===== src/rtl/rs_erasure_decode_ctrl.sv =====
// rs_erasure_decode_ctrl: sequences one RS codeword through syndrome, decode and optional erasure retry (macro RS_ERASURE_RETRY_EN)
module rs_erasure_decode_ctrl #(
    parameter int CNT_W = 16
) (
    input  logic             clk,
    input  logic             rst_n,
    input  logic             req_valid,
    output logic             req_ready,
    input  logic [79:0]      req_codeword,
    input  logic [9:0]       req_due_info,
    output logic [79:0]      dp_codeword,
    output logic [9:0]       dp_due_info,
    output logic [15:0]      dp_syndrome,
    input  logic [15:0]      synd_in,
    input  logic [1:0]       dec_result,
    input  logic [63:0]      dec_data,
    input  logic [1:0]       era_result,
    input  logic [63:0]      era_data,
    output logic             rsp_valid,
    input  logic             rsp_ready,
    output logic [1:0]       rsp_result,
    output logic [63:0]      rsp_data,
    output logic             rsp_erasure,
    output logic [CNT_W-1:0] ce_count,
    output logic [CNT_W-1:0] due_count,
    input  logic             clr_cnt
);
`ifdef RS_ERASURE_RETRY_EN
    typedef enum logic [2:0] {IDLE, SYND, DEC, ERASE, RESP} state_t;
`else
    typedef enum logic [2:0] {IDLE, SYND, DEC, RESP} state_t;
`endif
    localparam logic [CNT_W-1:0] CNT_MAX = '1;
    // Result 11 is not a legal outcome and is treated as uncorrectable
    function automatic logic [1:0] final_res(input logic [1:0] r);
        return (r == 2'b11) ? 2'b10 : r;
    endfunction
    state_t state;
    assign req_ready = (state == IDLE);
`ifndef RS_ERASURE_RETRY_EN
    logic unused_era;
    assign unused_era  = ^{era_result, era_data};
    assign rsp_erasure = 1'b0;
`endif
    // Control FSM with registered datapath and response outputs
    always_ff @(posedge clk or negedge rst_n) begin
        if (!rst_n) begin
            state       <= IDLE;
            dp_codeword <= '0;
            dp_due_info <= '0;
            dp_syndrome <= '0;
            rsp_valid   <= 1'b0;
            rsp_result  <= '0;
            rsp_data    <= '0;
`ifdef RS_ERASURE_RETRY_EN
            rsp_erasure <= 1'b0;
`endif
        end else begin
            case (state)
                IDLE: if (req_valid) begin
                    dp_codeword <= req_codeword;
                    dp_due_info <= req_due_info;
                    state       <= SYND;
                end
                SYND: begin
                    dp_syndrome <= synd_in;
                    state       <= DEC;
                end
                DEC: begin
`ifdef RS_ERASURE_RETRY_EN
                    if (dec_result == 2'b10 && $countones(dp_due_info) == 2) begin
                        state <= ERASE;
                    end else begin
                        rsp_result  <= final_res(dec_result);
                        rsp_data    <= dec_data;
                        rsp_erasure <= 1'b0;
                        rsp_valid   <= 1'b1;
                        state       <= RESP;
                    end
`else
                    rsp_result <= final_res(dec_result);
                    rsp_data   <= dec_data;
                    rsp_valid  <= 1'b1;
                    state      <= RESP;
`endif
                end
`ifdef RS_ERASURE_RETRY_EN
                ERASE: begin
                    rsp_result  <= final_res(era_result);
                    rsp_data    <= era_data;
                    rsp_erasure <= 1'b1;
                    rsp_valid   <= 1'b1;
                    state       <= RESP;
                end
`endif
                RESP: if (rsp_ready) begin
                    rsp_valid <= 1'b0;
                    state     <= IDLE;
                end
                default: state <= IDLE;
            endcase
        end
    end
    // Saturating event counters updated at the response handshake; clear wins
    always_ff @(posedge clk or negedge rst_n) begin
        if (!rst_n) begin
            ce_count  <= '0;
            due_count <= '0;
        end else if (clr_cnt) begin
            ce_count  <= '0;
            due_count <= '0;
        end else if (rsp_valid && rsp_ready) begin
            if (rsp_result == 2'b01 && ce_count != CNT_MAX) ce_count <= ce_count + CNT_W'(1);
            if (rsp_result == 2'b10 && due_count != CNT_MAX) due_count <= due_count + CNT_W'(1);
        end
    end
endmodule


===== config.mk =====
export PLATFORM = sky130hd
export DESIGN_NAME = rs_erasure_decode_ctrl
export DESIGN_NICKNAME = d
export VERILOG_FILES = /design/src/rtl/rs_erasure_decode_ctrl.sv
export SDC_FILE = /design/constraint.sdc
export NUM_CORES = 1
export LEC_CHECK = 0
export ABC_AREA = 0
export ABC_CLOCK_PERIOD_IN_PS = 2900
export CELL_PAD_IN_SITES_DETAIL_PLACEMENT = 0
export CELL_PAD_IN_SITES_GLOBAL_PLACEMENT = 1
export CORE_AREA = 2 2 176 178
export CTS_CLUSTER_DIAMETER = 120
export DETAILED_ROUTE_END_ITERATION = 16
export DIE_AREA = 0 0 178 180
export PLACE_DENSITY_LB_ADDON = 0.1
export SLEW_MARGIN = 20
export SYNTH_ARGS = -nofsm -noshare
export SYNTH_HDL_FRONTEND = slang
export SYNTH_SLANG_ARGS = --single-unit
export TNS_END_PERCENT = 5

===== constraint.sdc =====
create_clock -name clk -period 2.9 [get_ports clk]
set_clock_uncertainty 0.2 [all_clocks]
set_input_delay 0.29 -clock clk [delete_from_list [all_inputs] [get_ports clk]]
set_output_delay 0.29 -clock clk [all_outputs]
set_load 0.005 [all_outputs]

==> results.md, run 1 <==
* Total wire length at 26700 um
* Clock sinks at 207
* Fmax at 424 MHz
* Largest family of logic cells by synthesized area: multiplexers
* Share of the synthesized area in the top cell type at 61.6%
* Max cap viols at 0
* PwrDens at 993 nW/um2
* FFs w/ async S/R, synth at 100%
* Fraction of layout cells with a size suffix above 1 at 24.1%
* Area Overhead vs Synth at 61.7%
* CP Cell Sequence: inv_1, ha_1, clkdlybuf4s50_1
* Mean post-synth cell area at 14.3 um2
* Die width at 178 um
* Dominant cells by area after synthesis: dfrtp_1 (62%), mux2_2 (24%), a21oi_1 (1.5%), o31ai_1 (1.4%), or4_1 (0.98%)
* Worst reg2reg path startpoint: due_count[0]
* Synthesized area at 8410 um2
* Crit path DAT at 1.87 ns
* Worst reg2reg setup slack at 0.68 ns
* WP depth at 3
* CTS tree: done
* Final number of max-transition violations at 0
* Number of synthesized flops with an enable pin at 0
* Synth Area in Compound Gates at 4.27%
* Net Count, Synth at 837
* Critical path launch point type: register
* Worst-path clk slew at 0.06 ns
* Hold Fails Final Rpt at 0
* Sequential share of the synthesized area at 61.6%
* Cell row count at 64
* Final setup vio count at 0
* Final ANT Viol Nets at 0
* Delay-heaviest family, CP: buffers and inverters
* First-pass GRT wire length at 41100 um
* Synth Instances at 588
* Mux cell area share after synthesis at 23.8%
* Status: finished, final reports clean
* Clk_lat worst skew at 0.53 ns
* CTS hold repair buffers at 1
* Total negative setup slack at 0 ns
* Top_reg_cell synth: dfrtp_1
* Peak supply drop at 570 uV
* Final Critical Period at 2.36 ns
* Clk buf depth at 3
* Largest net degree at the start of global routing at 70
* Commonest cells after routing, fill and taps aside: clkdlybuf4s50_1 (381), dfrtp_1 (207), mux2_2 (177), clkbuf_16 (27), a21oi_1 (25)
* Critical path peak fanout at 4
* Yosys warnings at 0
* Worst-Margin Slew at 0.799 ns
* Routed via count at 6363
* Worst Setup EP: req_ready
* Core Area at 30200 um2
* Distinct cells, synth at 44
* Crit path from: state[0]
* Worst Path Required at 2.41 ns
* Initial core utilization at 27.9%
* Die H at 180 um
* Worst r2r dst: due_count[14]
* I/O Buffers at 382
* Post-layout util at 45.1%
* DR vias/cell at 4.55
* I/O Pins at 450
* Fin crit share at 81.3%
* Most common cell after layout, fill and taps aside: clkdlybuf4s50_1
* Detailed Route Iter0 Violations at 185
* Fin nets at 1233
* Worst setup margin at 0.544 ns
* Initial antenna violation count at 3
* Die area at 32000 um2
* CTS Buf Count at 26
* Post-DR wirelength/cell at 19.1 um
* Post-cts resize count at 0
* Worst R2R Path Depth at 5
* Yosys reg bits at 207
* Synth Area in Simple Gates at 7.56%
* Critical Path Sink Type: output pin
* Synth area leader: dfrtp_1
* Hpwl dp at 19800 um
* Dpl ws at 0.274 ns
* Buf+Inv Stages, Crit Path at 2
* RSZ-0062 raised after global routing: false
* Leakage power figure at 5.48 nW
* Area share of fa/ha/maj cells after synthesis at 0.892%
* DR DRC count at 0
* Synth Area in XOR/XNOR at 0%
* Final Wtd Congestion at 0.771
* Pre-antenna DRT Iters at 4
* Post-CTS setup buffer count at 0
* Rel. slew slack at 46.7%
* Total congestion overflow at 0
* Total track usage at 16.6%
* H-Tree Depth at 1
* Crit-path max cell delay at 0.58 ns
* HP Class: input port to asynchronous set/reset pin
* Slowest cell on crit path: clkdlybuf4s50_1
* Vias in the first global route at 6785
* Crit Path Category: register to output pin
* Clock Tree Root: clkbuf_16
-- worst min path at each step --
stage	start	to	slack (ns)	cells after the start
floorplan	rst_n	ce_count[0]	-0.21	0
global placement	rst_n	ce_count[12]	0.12	1
detailed placement	rst_n	ce_count[12]	0.13	1
CTS	dec_result[0]	rsp_result[0]	0.11	3
global route	rst_n	rsp_data[4]	0.14	2
finish	rst_n	ce_count[12]	0.12	2
-- power by group --
| group | leakage, nW | internal [mW] | switching, mW |
|---|---|---|---|
| Clock | 0.398 | 1.89 | 1.22 |
| Sequential | 2.50 | 4.17 | 0.656 |
| Combinational | 2.58 | 3.73 | 1.84 |
-- state kept, by name, indices dropped and copies added, names as in the netlist --
signal,count
ce_count,16
dp_codeword,80
dp_due_info,10
dp_syndrome,16
due_count,16
rsp_data,64
rsp_result,2
rsp_valid,1
state,2
-- per-layer routing --
layer	track usage, %	vias up	wire, um
li1	-	2933	-
met1	18.3	3160	9830
met2	29.1	231	13600
met3	7.23	37	2760
met4	4.36	2	501
met5	0	-	12
-- layout make-up --
class,count,area (um2)
multi-input cells,343,3090
repair buffers,396,4000
flip-flops and latches,207,5180
well taps,396,495
clock buffers,37,723
clock inverters,7,85.1
fillers,2839,16600
diodes,1,2.50
inverters,10,37.5
-- synth_stat cells, drive strengths merged (10+ instances only) --
master	count
clkbuf	18
inv	10
a21oi	25
nand2	18
buf	10
nand4	12
o21ai	11
mux2	177
o31ai	16
or4	14
dfrtp	207
-- logic make-up after synthesis --
kind of cell | Yosys count
compound gates | 60
fa+ha+maj | 6
buf+inv | 38
flops | 207
mux | 178
other cells | 1
simple gates | 98
-- metrics by stage --
step | area, um2 | hold WS (ns) | total power [mW] | cells
finish | 13600 | 0.120 | 13.5 | 1397
global route | 13600 | 0.144 | 14.3 | 1397
CTS | 13600 | 0.108 | 13.8 | 1396
detailed placement | 12800 | 0.128 | 10.5 | 1351
global placement | 12800 | 0.124 | 10.5 | 1351
floorplan | 8410 | -0.206 | 6.94 | 588
(Power assumes the default switching activity.)
==> run 2, diff against run 1 <==
--- a/config.mk
+++ b/config.mk
@@ -6,7 +6,7 @@
 export NUM_CORES = 1
 export LEC_CHECK = 0
 export ABC_AREA = 0
-export ABC_CLOCK_PERIOD_IN_PS = 2900
+export ABC_CLOCK_PERIOD_IN_PS = 2200
 export CELL_PAD_IN_SITES_DETAIL_PLACEMENT = 0
 export CELL_PAD_IN_SITES_GLOBAL_PLACEMENT = 1
 export CORE_AREA = 2 2 176 178
==> constraint.sdc (replaced) <==
create_clock -name clk -period 2.2 [get_ports clk]
set_clock_uncertainty 0.2 [all_clocks]
set_input_delay 0.22 -clock clk [delete_from_list [all_inputs] [get_ports clk]]
set_output_delay 0.22 -clock clk [all_outputs]
set_load 0.005 [all_outputs]
==> run 2 against run 1 <==
  * Count of clock-buffer cells in the layout down 1
  * Global-route usage down 0.098 points
  * Wire length rose by 0.46%
  * Clock power rose by 27%
  * Sequential power is 32% higher
  * Combinational power rose by 37%
  * Register-to-register slack got worse by 0.57 ns
  * Worst hold slack got worse by 0.040 ns
  * Power grew 33%
  * Sequential share of layout area down 0.80 points
  * First-iteration DRC count rose by 26%
  * Largest cell class unchanged
  * Highest routed layer unchanged
==> results.md, run 2 (synthesized netlist as in run 1, its figures left out) <==
* Vias in the first global route at 6821 (was 6785)
* Clk buf depth at 3 (unchanged)
* First-pass GRT wire length at 41000 um (was 41100 um)
* Register with the most flip-flops: dp_codeword (unchanged)
* Max cap viols at 0 (unchanged)
* Initial core utilization at 27.9% (unchanged)
* Pre-antenna DRT Iters at 4 (unchanged)
* Largest net degree at the start of global routing at 58 (was 70)
* RSZ-0062 raised after global routing: false (unchanged)
* Total track usage at 16.5% (was 16.6%)
* Top flop regs: dp_codeword (80), rsp_data (64) (unchanged)
* Crit Path Category: register to output pin (unchanged)
* PwrDens at 1290 nW/um2 (was 993 nW/um2)
* Die width at 178 um (unchanged)
* Total wire length at 26800 um (was 26700 um)
* HP Class: input port to register (was input port to asynchronous set/reset pin)
* Max reg flops at 80 (unchanged)
* Post-DR wirelength/cell at 18.8 um (was 19.1 um)
* Leakage power figure at 5.63 nW (was 5.48 nW)
* Hpwl dp at 19800 um (about the same)
* Final number of max-transition violations at 0 (unchanged)
* Peak supply drop at 660 uV (was 570 uV)
* Hold Fails Final Rpt at 0 (unchanged)
* Final Wtd Congestion at 0.751 (was 0.771)
* H-Tree Depth at 1 (unchanged)
* Worst Path Required at 1.78 ns (was 2.41 ns)
* CTS tree: done (unchanged)
* Core Area at 30200 um2 (unchanged)
* DR vias/cell at 4.52 (was 4.55)
* Cell row count at 64 (unchanged)
* Dpl cells at 1378 (was 1351)
* Status: finished, final reports clean (unchanged)
* I/O Buffers at 382 (unchanged)
* Final Critical Period at 2.12 ns
* Commonest cells after routing, fill and taps aside: clkdlybuf4s50_1 (381), dfrtp_1 (207), mux2_2 (177), buf_4 (32) (was clkdlybuf4s50_1 (381), dfrtp_1 (207), mux2_2 (177), clkbuf_16 (27), a21oi_1 (25))
* Critical path peak fanout at 4 (unchanged)
* Tot Pwr at 18.0 mW (was 13.5 mW)
* Final Non-Filler Cells at 1428 (was 1397)
* Crit path DAT at 1.70 ns (was 1.87 ns)
* Post-layout util at 46.0% (was 45.1%)
* Detailed Route Iter0 Violations at 234 (was 185)
* Final ANT Viol Nets at 0 (unchanged)
* Critical path launch point type: register (unchanged)
* Fraction of layout cells with a size suffix above 1 at 26.6% (was 24.1%)
* Worst-path clk slew at 0.06 ns (about the same)
* Clock sinks at 207 (unchanged)
* Critical Path Sink Type: output pin (unchanged)
* Die H at 180 um (unchanged)
* CTS Buf Count at 25 (was 26)
* Final setup vio count at 0 (unchanged)
* Die area at 32000 um2 (unchanged)
* Placed Area at 13100 um2 (was 12800 um2)
* Clock Tree Root: clkbuf_16 (unchanged)
* DR DRC count at 0 (unchanged)
* Initial antenna violation count at 2 (was 3)
* Fin nets at 1263 (was 1233)
* Most common cell after layout, fill and taps aside: clkdlybuf4s50_1 (unchanged)
* Clk_lat worst skew at 0.52 ns (was 0.53 ns)
* Finished Cell Area at 13900 um2 (was 13600 um2)
* Routed via count at 6453 (was 6363)
* Total congestion overflow at 0 (unchanged)
* I/O Pins at 450 (unchanged)
* Area Overhead vs Synth at 65.2% (was 61.7%)
* Fmax at 472 MHz
* Fin crit share at 96.3%
==> run 2: what timing repair did <==
| item | CTS | global route |
|---|---|---|
| setup endpoints to repair | 1 | 2 |
| setup buffers | 0 | 2 |
| gates resized for setup | 3 | 2 |
| gates cloned | 0 | 0 |
| hold endpoints to repair | 207 | 0 |
| pin swaps | 0 | 0 |
| hold buffers | 3 | 0 |
==> run 2: worst paths after layout <==
path / startpoint / end / slack (ns) / depth (start not counted)
max: state[1] / req_ready / 0.08 / 3
min: dec_result[0] / rsp_result[0] / 0.08 / 3
max reg2reg: rsp_valid / due_count[10] / 0.11 / 4
min reg2reg: dp_codeword[69] / dp_codeword[69] / 0.30 / 1
max in group asynchronous: rst_n / dp_syndrome[0] / 0.75 / 4
min in group asynchronous: rst_n / rsp_data[61] / 0.47 / 3
==> run 2: metrics by stage <==
| stage | setup TNS [ns] | hold WS (ns) | setup slack, ns |
|---|---|---|---|
| floorplan | 0 | -0.276 | 0.0668 |
| finish | 0 | 0.0797 | 0.0806 |
| CTS | 0 | 0.0587 | 0.0110 |
| global route | 0 | 0.0857 | 0.000153 |
| global placement | -1.90 | -0.0268 | -0.165 |
| detailed placement | -1.75 | -0.0282 | -0.189 |
==> run 2: metal layers <==
| metal | vias up | track usage, % | share of wire (%) |
|---|---|---|---|
| li1 | 2993 | - | - |
| met1 | 3195 | 19.4 | 38 |
| met2 | 232 | 28.4 | 51 |
| met3 | 31 | 6.32 | 9.6 |
| met4 | 2 | 3.67 | 1.5 |
| met5 | - | 0 | 0.045 |
==> run 2: critical path, stage by stage (launching register included) <==
cell,delay [ns]
dfrtp_1,0.41
inv_2,0.09
ha_4,0.16
clkdlybuf4s50_1,0.51
==> run 2: final cells by class <==
type	count	area [um2]
fill	2809	16300
sequential	207	5180
timing repair buffer	427	4310
multi-input combinational	343	3110
clock buffer	36	677
tap	396	495
clock inverter	8	93.8
inverter	10	37.5
antenna	1	2.50
==> run 2: power by group <==
group | switching, mW | internal (mW)
Clock | 1.60 | 2.36
Combinational | 2.46 | 5.16
Sequential | 0.887 | 5.50
Total | 4.94 | 13.0
